--- config.mk ---
export PLATFORM = sky130hd
export DESIGN_NAME = ddc_sequencer_flat
export DESIGN_NICKNAME = d
export VERILOG_FILES = /design/src/rtl/ddc_sequencer_if.sv /design/src/rtl/ddc_sequencer.sv /design/src/flat_wrapper.sv
export SDC_FILE = /design/constraint.sdc
export NUM_CORES = 1
export LEC_CHECK = 0
export BUFFER_PORTS_ARGS = -buffer_cell sky130_fd_sc_hd__clkbuf_2
export CAP_MARGIN = 0
export CORE_ASPECT_RATIO = 0.8
export CORE_MARGIN = 2
export CORE_UTILIZATION = 51
export CTS_BUF_LIST = sky130_fd_sc_hd__clkbuf_8 sky130_fd_sc_hd__clkbuf_16
export DETAILED_ROUTE_END_ITERATION = 8
export PLACE_DENSITY = 0.73
export SYNTH_ARGS = -nofsm -noshare
export SYNTH_HDL_FRONTEND = slang
export SYNTH_SLANG_ARGS = --single-unit
--- constraint.sdc ---
create_clock -name clk -period 3.87 [get_ports clk]
set_clock_uncertainty 0.1 [all_clocks]
set_input_delay 0.774 -clock clk [delete_from_list [all_inputs] [get_ports clk]]
set_output_delay 0.774 -clock clk [all_outputs]
set_load 0.05 [all_outputs]
--- src/rtl/ddc_sequencer_if.sv ---
// ddc_sequencer_if: control/status bundle between a run controller and the DDC sequencer.
// Latency: none, wires only.
// Backpressure: none; start/stop are single-cycle requests, the sequencer drops those it cannot honour.
interface ddc_sequencer_if #(
    parameter int DECIM_MAX = 32,
    parameter int PHASE_W   = 16,
    parameter int LUT_AW    = 4
);
    localparam int DW = $clog2(DECIM_MAX + 1);

    logic               start;
    logic               stop;
    logic [DW-1:0]      decim_cfg;
    logic [PHASE_W-1:0] phase_inc;
    logic               busy;
    logic               done;
    logic               err;
    logic               mixer_en;
    logic               lpf_en;
    logic               lpf_zero_in;
    logic [LUT_AW-1:0]  lo_addr;
    logic               ds_strobe;
    logic [31:0]        sample_cnt;

    // run controller side
    modport master (
        output start, stop, decim_cfg, phase_inc,
        input  busy, done, err, mixer_en, lpf_en, lpf_zero_in, lo_addr, ds_strobe, sample_cnt
    );

    // sequencer side
    modport slave (
        input  start, stop, decim_cfg, phase_inc,
        output busy, done, err, mixer_en, lpf_en, lpf_zero_in, lo_addr, ds_strobe, sample_cnt
    );
endinterface

--- src/rtl/ddc_sequencer.sv ---
// ddc_sequencer: sequences mixer -> LPF -> decimator (flush, warm-up, run, drain) and drives the LO LUT address.
// Latency: start sampled at an edge takes effect from the next cycle; outputs decode registered state only.
// Backpressure: none; start ignored while busy, stop honoured in FLUSH/WARM/RUN. Macro DDC_SAMPLE_CNT_EN adds the strobe counter.
module ddc_sequencer #(
    parameter int DECIM_MAX = 32,
    parameter int PHASE_W   = 16,
    parameter int LUT_AW    = 4,
    parameter int FLUSH_LEN = 64,
    parameter int MIX_LAT   = 2,
    parameter int LPF_LAT   = 8
) (
    input logic            clk,
    input logic            reset,
    ddc_sequencer_if.slave bus
);
    localparam int DW       = $clog2(DECIM_MAX + 1);
    localparam int PIPE_LAT = MIX_LAT + LPF_LAT;
    localparam int CMAX     = (FLUSH_LEN > PIPE_LAT) ? FLUSH_LEN : PIPE_LAT;
    localparam int CW       = $clog2(CMAX + 1);

    typedef enum logic [2:0] {
        IDLE  = 3'd0,
        FLUSH = 3'd1,
        WARM  = 3'd2,
        RUN   = 3'd3,
        DRAIN = 3'd4
    } state_t;

    state_t             state;
    state_t             state_nxt;
    logic [CW-1:0]      phase_cnt;   // cycles already spent in FLUSH/WARM/DRAIN
    logic [DW-1:0]      decim;
    logic [DW-1:0]      dcnt;
    logic [PHASE_W-1:0] acc;
    logic [PHASE_W-1:0] inc;
    logic               cfg_ok;
    logic               start_ok;
    logic               phase_last;
    logic               done_q;
    logic               err_q;

    logic               busy;
    logic               mixer_en;
    logic               lpf_en;
    logic               lpf_zero_in;
    logic               ds_strobe;

    assign cfg_ok   = (bus.decim_cfg >= DW'(2)) && (bus.decim_cfg <= DW'(DECIM_MAX));
    assign start_ok = (state == IDLE) && bus.start && cfg_ok;

    // state register
    always_ff @(posedge clk) begin
        if (reset) begin
            state <= IDLE;
        end else begin
            state <= state_nxt;
        end
    end

    // next state: stop aborts FLUSH/WARM, turns RUN into DRAIN, and is ignored in IDLE/DRAIN
    always_comb begin
        state_nxt  = state;
        phase_last = 1'b0;
        unique case (state)
            IDLE: begin
                if (start_ok) state_nxt = FLUSH;
            end
            FLUSH: begin
                phase_last = (phase_cnt == CW'(FLUSH_LEN - 1));
                if (bus.stop)        state_nxt = IDLE;
                else if (phase_last) state_nxt = WARM;
            end
            WARM: begin
                phase_last = (phase_cnt == CW'(PIPE_LAT - 1));
                if (bus.stop)        state_nxt = IDLE;
                else if (phase_last) state_nxt = RUN;
            end
            RUN: begin
                if (bus.stop) state_nxt = DRAIN;
            end
            DRAIN: begin
                phase_last = (phase_cnt == CW'(PIPE_LAT - 1));
                if (phase_last) state_nxt = IDLE;
            end
            default: state_nxt = IDLE;
        endcase
    end

    // outputs decoded from the registered state; the LPF keeps clocking through flush, warm-up and drain
    always_comb begin
        busy        = (state != IDLE);
        lpf_en      = (state != IDLE);
        lpf_zero_in = (state == FLUSH);
        mixer_en    = (state == WARM) || (state == RUN) || (state == DRAIN);
        ds_strobe   = ((state == RUN) || (state == DRAIN)) && (dcnt == decim - DW'(1));
    end

    // config latch, phase accumulator, phase/decim counters and the done/err pulses
    always_ff @(posedge clk) begin
        if (reset) begin
            phase_cnt <= '0;
            decim     <= '0;
            inc       <= '0;
            acc       <= '0;
            dcnt      <= '0;
            done_q    <= 1'b0;
            err_q     <= 1'b0;
        end else begin
            if (state_nxt != state) begin
                phase_cnt <= '0;
            end else if ((state == FLUSH) || (state == WARM) || (state == DRAIN)) begin
                phase_cnt <= phase_cnt + CW'(1);
            end

            if (start_ok) begin
                decim <= bus.decim_cfg;
                inc   <= bus.phase_inc;
                acc   <= '0;
            end else if (mixer_en) begin
                acc <= acc + inc;
            end

            // decim phase is continuous from RUN into DRAIN; zero elsewhere so RUN always starts at 0
            if ((state == RUN) || (state == DRAIN)) begin
                dcnt <= ds_strobe ? '0 : dcnt + DW'(1);
            end else begin
                dcnt <= '0;
            end

            done_q <= (state == DRAIN) && phase_last;
            err_q  <= (state == IDLE) && bus.start && !cfg_ok;
        end
    end

    assign bus.busy        = busy;
    assign bus.done        = done_q;
    assign bus.err         = err_q;
    assign bus.mixer_en    = mixer_en;
    assign bus.lpf_en      = lpf_en;
    assign bus.lpf_zero_in = lpf_zero_in;
    assign bus.lo_addr     = acc[PHASE_W-1 -: LUT_AW];
    assign bus.ds_strobe   = ds_strobe;

`ifdef DDC_SAMPLE_CNT_EN
    logic [31:0] sample_cnt;

    // strobe counter: cleared per run, saturating, held after the run ends
    always_ff @(posedge clk) begin
        if (reset) begin
            sample_cnt <= '0;
        end else if (start_ok) begin
            sample_cnt <= '0;
        end else if (ds_strobe && (sample_cnt != 32'hFFFF_FFFF)) begin
            sample_cnt <= sample_cnt + 32'd1;
        end
    end

    assign bus.sample_cnt = sample_cnt;
`else
    assign bus.sample_cnt = '0;
`endif

endmodule

--- src/flat_wrapper.sv ---
// flat-port wrapper written by rule: the top's interface ports become plain ports
module ddc_sequencer_flat 
#(
    parameter int DECIM_MAX = 32,
    parameter int PHASE_W   = 16,
    parameter int LUT_AW    = 4,
    parameter int FLUSH_LEN = 64,
    parameter int MIX_LAT   = 2,
    parameter int LPF_LAT   = 8
)
  (clk, reset, bus_start, bus_stop, bus_decim_cfg, bus_phase_inc, bus_busy, bus_done, bus_err, bus_mixer_en, bus_lpf_en, bus_lpf_zero_in, bus_lo_addr, bus_ds_strobe, bus_sample_cnt);
  ddc_sequencer_if #(.DECIM_MAX(DECIM_MAX), .PHASE_W(PHASE_W), .LUT_AW(LUT_AW)) bus_i ();
  input logic clk;
  input logic reset;
  input wire logic [$bits(bus_i.start)-1:0] bus_start;
  input wire logic [$bits(bus_i.stop)-1:0] bus_stop;
  input wire logic [$bits(bus_i.decim_cfg)-1:0] bus_decim_cfg;
  input wire logic [$bits(bus_i.phase_inc)-1:0] bus_phase_inc;
  output wire logic [$bits(bus_i.busy)-1:0] bus_busy;
  output wire logic [$bits(bus_i.done)-1:0] bus_done;
  output wire logic [$bits(bus_i.err)-1:0] bus_err;
  output wire logic [$bits(bus_i.mixer_en)-1:0] bus_mixer_en;
  output wire logic [$bits(bus_i.lpf_en)-1:0] bus_lpf_en;
  output wire logic [$bits(bus_i.lpf_zero_in)-1:0] bus_lpf_zero_in;
  output wire logic [$bits(bus_i.lo_addr)-1:0] bus_lo_addr;
  output wire logic [$bits(bus_i.ds_strobe)-1:0] bus_ds_strobe;
  output wire logic [$bits(bus_i.sample_cnt)-1:0] bus_sample_cnt;
  assign bus_i.start = bus_start;
  assign bus_i.stop = bus_stop;
  assign bus_i.decim_cfg = bus_decim_cfg;
  assign bus_i.phase_inc = bus_phase_inc;
  assign bus_busy = bus_i.busy;
  assign bus_done = bus_i.done;
  assign bus_err = bus_i.err;
  assign bus_mixer_en = bus_i.mixer_en;
  assign bus_lpf_en = bus_i.lpf_en;
  assign bus_lpf_zero_in = bus_i.lpf_zero_in;
  assign bus_lo_addr = bus_i.lo_addr;
  assign bus_ds_strobe = bus_i.ds_strobe;
  assign bus_sample_cnt = bus_i.sample_cnt;
  ddc_sequencer #(.DECIM_MAX(DECIM_MAX), .PHASE_W(PHASE_W), .LUT_AW(LUT_AW), .FLUSH_LEN(FLUSH_LEN), .MIX_LAT(MIX_LAT), .LPF_LAT(LPF_LAT)) u_core (.clk(clk), .reset(reset), .bus(bus_i));
endmodule
# ---- Word-level counts from Yosys, hierarchy flattened
# Cells that the tools add are included.
dict set report word_totals {
  reg_bits 56
  output_inout_bits 43
}
dict set report classes {
  n_addsub 4
  order_cmp 2
  eq_ne 8
  muxes 9
  bitwise_logic 1
  n_reduce_logical 18
}
# operator count
set op_table {}
lappend op_table {{$mux 3} 7}
lappend op_table {{$add 16x16->16} 1}
lappend op_table {{$pmux 3 s5} 1}
lappend op_table {{$add 7x1->7 const B} 1}
lappend op_table {{$eq 7x4->1 const B} 1}
lappend op_table {{$eq 7x6->1 const B} 1}
lappend op_table {{$add 6x1->6 const B} 1}
lappend op_table {{$eq 3x2->1 const B} 2}
lappend op_table {{$eq 6x6->1} 1}
lappend op_table {{$ge 6x2->1 const B} 1}
lappend op_table {{$le 6x6->1 const B} 1}
lappend op_table {{$logic_and 1x1->1} 6}
lappend op_table {{$reduce_or 2->1} 3}
lappend op_table {{$sub 6x1->6 const B} 1}
lappend op_table {{$logic_or 1x1->1} 5}
lappend op_table {{$eq 3x1->1 const B} 1}
lappend op_table {{$eq 3x3->1 const B} 1}
lappend op_table {{$logic_not 3->1} 1}
lappend op_table {{$ne 3x3->1} 1}
lappend op_table {{$reduce_bool 3->1} 1}
lappend op_table {{$reduce_or 3->1} 1}
lappend op_table {{$pmux 1 s2} 1}
lappend op_table {{$logic_not 1->1} 1}
lappend op_table {{$not 1->1} 1}

# ---- Longest topological paths before layout
dict set report depth {
  ltp_word 7
  depth_mapped 10
  depth_no_buf 10
}

# ---- Worst setup path before layout
# Ideal clock, no wire load.
dict set report synth_timing {
  path_kind {reg2out}
  from {register u_core.state[1]}
  to {output port bus_mixer_en}
  t_arrival_ns 1.676
  required_ns 2.996
  setup_slack_ns 1.320
  stages_incl_launch_ff 6
  path_cell_list {dfxtp_1 -> clkbuf_1 -> nor3b_1 -> nor2_1 -> inv_2 -> clkbuf_1}
}
dict set report synth_via {
  elab_chain_cells 3
  elab_cells_between_ends 5
  classes_between {eq/ne: 3; reduce/logical: 2}
}
# element line
set synth_lines {}
lappend synth_lines {{start: declaration} ddc_sequencer.sv:29} ;# state_t state;
lappend synth_lines {{start signal: assignment} ddc_sequencer.sv:56} ;# state <= state_nxt;
lappend synth_lines {{$eq 3x2->1} ddc_sequencer.sv:94} ;# mixer_en = (state == WARM) || (state == RUN) || (state == DRAIN);
lappend synth_lines {{$logic_or 1x1->1} ddc_sequencer.sv:94}
lappend synth_lines {{$logic_or 1x1->1 *} ddc_sequencer.sv:94}
lappend synth_lines {{end: declaration} flat_wrapper.sv:22} ;# output wire logic [$bits(bus_i.mixer_en)-1:0] bus_mixer_en;
# Every way passes the cells marked *; elsewhere a longest branch is shown, timed or not.

# ---- Worst setup path after layout
dict set report layout_timing {
  from {register u_core.state[2]}
  to {output port bus_ds_strobe}
}
dict set report layout_via {
  elab_chain_cells 3
  elab_cells_between_ends 4
  classes_between {eq/ne: 2; reduce/logical: 2}
}
# element line
set layout_lines {}
lappend layout_lines {{$eq 3x2->1 / $eq 3x3->1 (equally long branches)} ddc_sequencer.sv:95} ;# ds_strobe = ((state == RUN) || (state == DRAIN)) && (dcnt == decim - DW'(1));
lappend layout_lines {{$logic_or 1x1->1 *} ddc_sequencer.sv:95}
lappend layout_lines {{$logic_and 1x1->1 *} ddc_sequencer.sv:95}
lappend layout_lines {{end: declaration} flat_wrapper.sv:26} ;# output wire logic [$bits(bus_i.ds_strobe)-1:0] bus_ds_strobe;
# Marks and branches as above.

==> metrics.cfg <==
[status]
status=finished clean

[global_routing]
grt_start_max_net_pins=33
grt_usage=0.191
grt_pass1_vias=2535
antenna_found_initial=0
grt_pass1_wl_um=11200
grt_overflow=0

[die]
core_area_um2=6340
die_y_um=76.2
dieArea_um2=7180
num_rows=26
pin_count=69
dieWidth_um=94.2
initial_utilization=0.524

[final_layout]
antenna_cells=0
syn_to_final_growth_pct=5.69
finish.instance_area_um2=3510
drive_above_1_share=0.126
final_nets=490
fill_cells=597

[synthesis]
ys_top_cells_by_count=72 x nand2_1, 56 x dfxtp_1, 50 x a21oi_1
postSynthAreaPerCell_um2=7.89
ys_async_sr_fraction=0
syn_inst=421
netlist_area_um2=3320
synth_ff_type=dfxtp_1
yosysWarnings=0
yosys.cell_count.top_type=nand2_1
yosysSeqAreaShare=0.337
synth.top_cell.area_share=0.337
synth-seq-cells=56
synth_cell_types=49
synth_area_leaders=dfxtp_1 34%, buf_4 8.4%, nand2_1 8.1%, a21oi_1 7.5%, ha_1 7.2%
synth_edf_count=0
yosysTopAreaCell=dfxtp_1

[power_and_ir_drop]
p_switching_uw=345
ir_drop_mv=0.171
switching_share=0.295
p_int_uw=824
total_power_mw=1.17
combPwrFrac=0.156
p_per_area_nw_per_um2=333
p_leak_nw=1.48
p_seq_frac=0.514
pwr-share-clk=0.330

[critical_path]
crit_slowest_cell=dfxtp_1
cp.required_ps=3000
crit_type=reg2out
critPathBufInv=1
crit_family=simple AND/OR/NAND/NOR gates
path_cells=nor3b_1 -> a21oi_1 -> nor4_1 -> and3_1 -> clkbuf_2
cp-start-kind=register
crit_path_max_fanout=9
slowest_delay_ps=480
arrival_ps=2030
cp-end-kind=output port

[cts]
cts_root_buf=clkbuf_8
clkLatencyLatePin_ps=310
cts_max_level=2
cts_setup_buffers=0
hold_buffers=0
cts_tree=built
ctsResizeCount=0
cts_buffer_depth=2
cts.sinks=56
numCtsBuffers=5
cts.clk_slew.worst_paths_ps=100

[routing]
drc_errors=0
wl_um=6620
ant_nets=0
vias=2766
routedWlPerCell_um=12.5
via_per_inst=5.23
drt-pass1-iter-count=4
drt_iter0_markers=150

[sta]
fin_crit_ps=2900
max_slew_margin=0.556
setup_violations=0
slew_viol_final=0
layout_setup_ws_ps=967
tns_ps=0
fin_crit_sh=0.750
max_freq_ghz=0.344
fin_hold_ws_ps=361
worstMarginPinSlew_ps=667
rsz0062_at_grt=false
report.final.hold_viol_count=0

[worst_hold_path]
hold_path.class=reg2reg

[placed_design]
portBuffers=36
gp_congestion=0.814
place_ws_ps=1090
place_area_um2=3400
dp_hpwl_um=4830

[job]
maxCapViolations=0

-- area by class of cell --
cell class	instances	area [µm²]	share of cell area
clock inverters	3	38.8	0.0110
repair buffers	40	210	0.0599
inverters	11	41.3	0.0118
flip-flops and latches	56	1120	0.319
multi-input cells	330	1930	0.548
well taps	84	105	0.0299
clock buffers	5	68.8	0.0196
-- cells in the final DEF, fill, tap and decap left out, types with 2 or more instances in the layout --
cell      netlist  routed
clkbuf_8        0       5
dfxtp_1        56      56
or3_1           2       2
o21a_1          3       3
xnor2_1        18      18
buf_4          37       4
inv_1          10      11
nand4_1         5       5
and4_1          2       2
a21o_1          3       3
xor2_1         10      10
and3b_1         2       2
and3_1          3       3
ha_1           19      19
conb_1          1      32
o21ai_1         4       4
nor4_1          2       2
nor2b_1         5       4
nor3_1          9       9
a211oi_1        7       7
mux2i_1         2       2
nor2_1         34      34
a21oi_1        50      50
nor3b_1         3       3
nand3_1        12      12
o21ai_0         9       9
clkbuf_2        0      36
nand2_1        72      72
nand2b_1        4       4
-- cells by family after synthesis --
group | synth area share
fa+ha+maj | 0.0776
simple gates | 0.224
xor+xnor | 0.0738
other cells | 0.00113
mux | 0.00942
flops | 0.337
compound gates | 0.157
buf+inv | 0.119
-- registers in the layout, summed over array words and instances (netlist names) --
name              count
u_core.acc           16
u_core.inc           16
u_core.phase_cnt      7
u_core.dcnt           6
u_core.decim          6
u_core.state          3
u_core.bus.done       1
u_core.bus.err        1
-- power groups by stage --
stage               clock [mW]  combinational, mW  sequential [mW]
floorplan                    0              0.175            0.612
global placement             0              0.179            0.614
detailed placement           0              0.181            0.614
CTS                      0.392              0.182            0.601
global route             0.416              0.198            0.603
finish                   0.386              0.182            0.601
-- final timing paths --
| kind | cells after the start | slack (ps) | end | from |
|---|---|---|---|---|
| worst max-delay path | 5 | 970 | bus_ds_strobe | u_core.state[2] |
| worst min-delay path | 2 | 360 | u_core.acc[3] | u_core.acc[3] |
| worst max register to register | 10 | 1370 | u_core.acc[14] | u_core.acc[0] |
| worst min register to register | 2 | 360 | u_core.acc[3] | u_core.acc[3] |
-- tightest hold or removal path: cells and delay by family (launching register included) --
kind            cells  cell delay [ps]
compound gates      1               50
flops               1              320
simple gates        1               50
-- metrics by stage --
stage | util | instances
after floorplan | - | 452
after global placement | 0.536 | 521
after detailed placement | 0.536 | 521
after CTS | 0.553 | 529
after global routing | 0.553 | 529
final | 0.553 | 529
-- routing by layer --
metal	global-route usage	wire length [µm]	vias to the layer above
met3	0.0336	323	5
li1	-	-	1413
met5	0	0	-
met1	0.266	3220	1288
met4	0.0551	66	0
met2	0.304	3010	60
(Power assumes the default switching activity.)
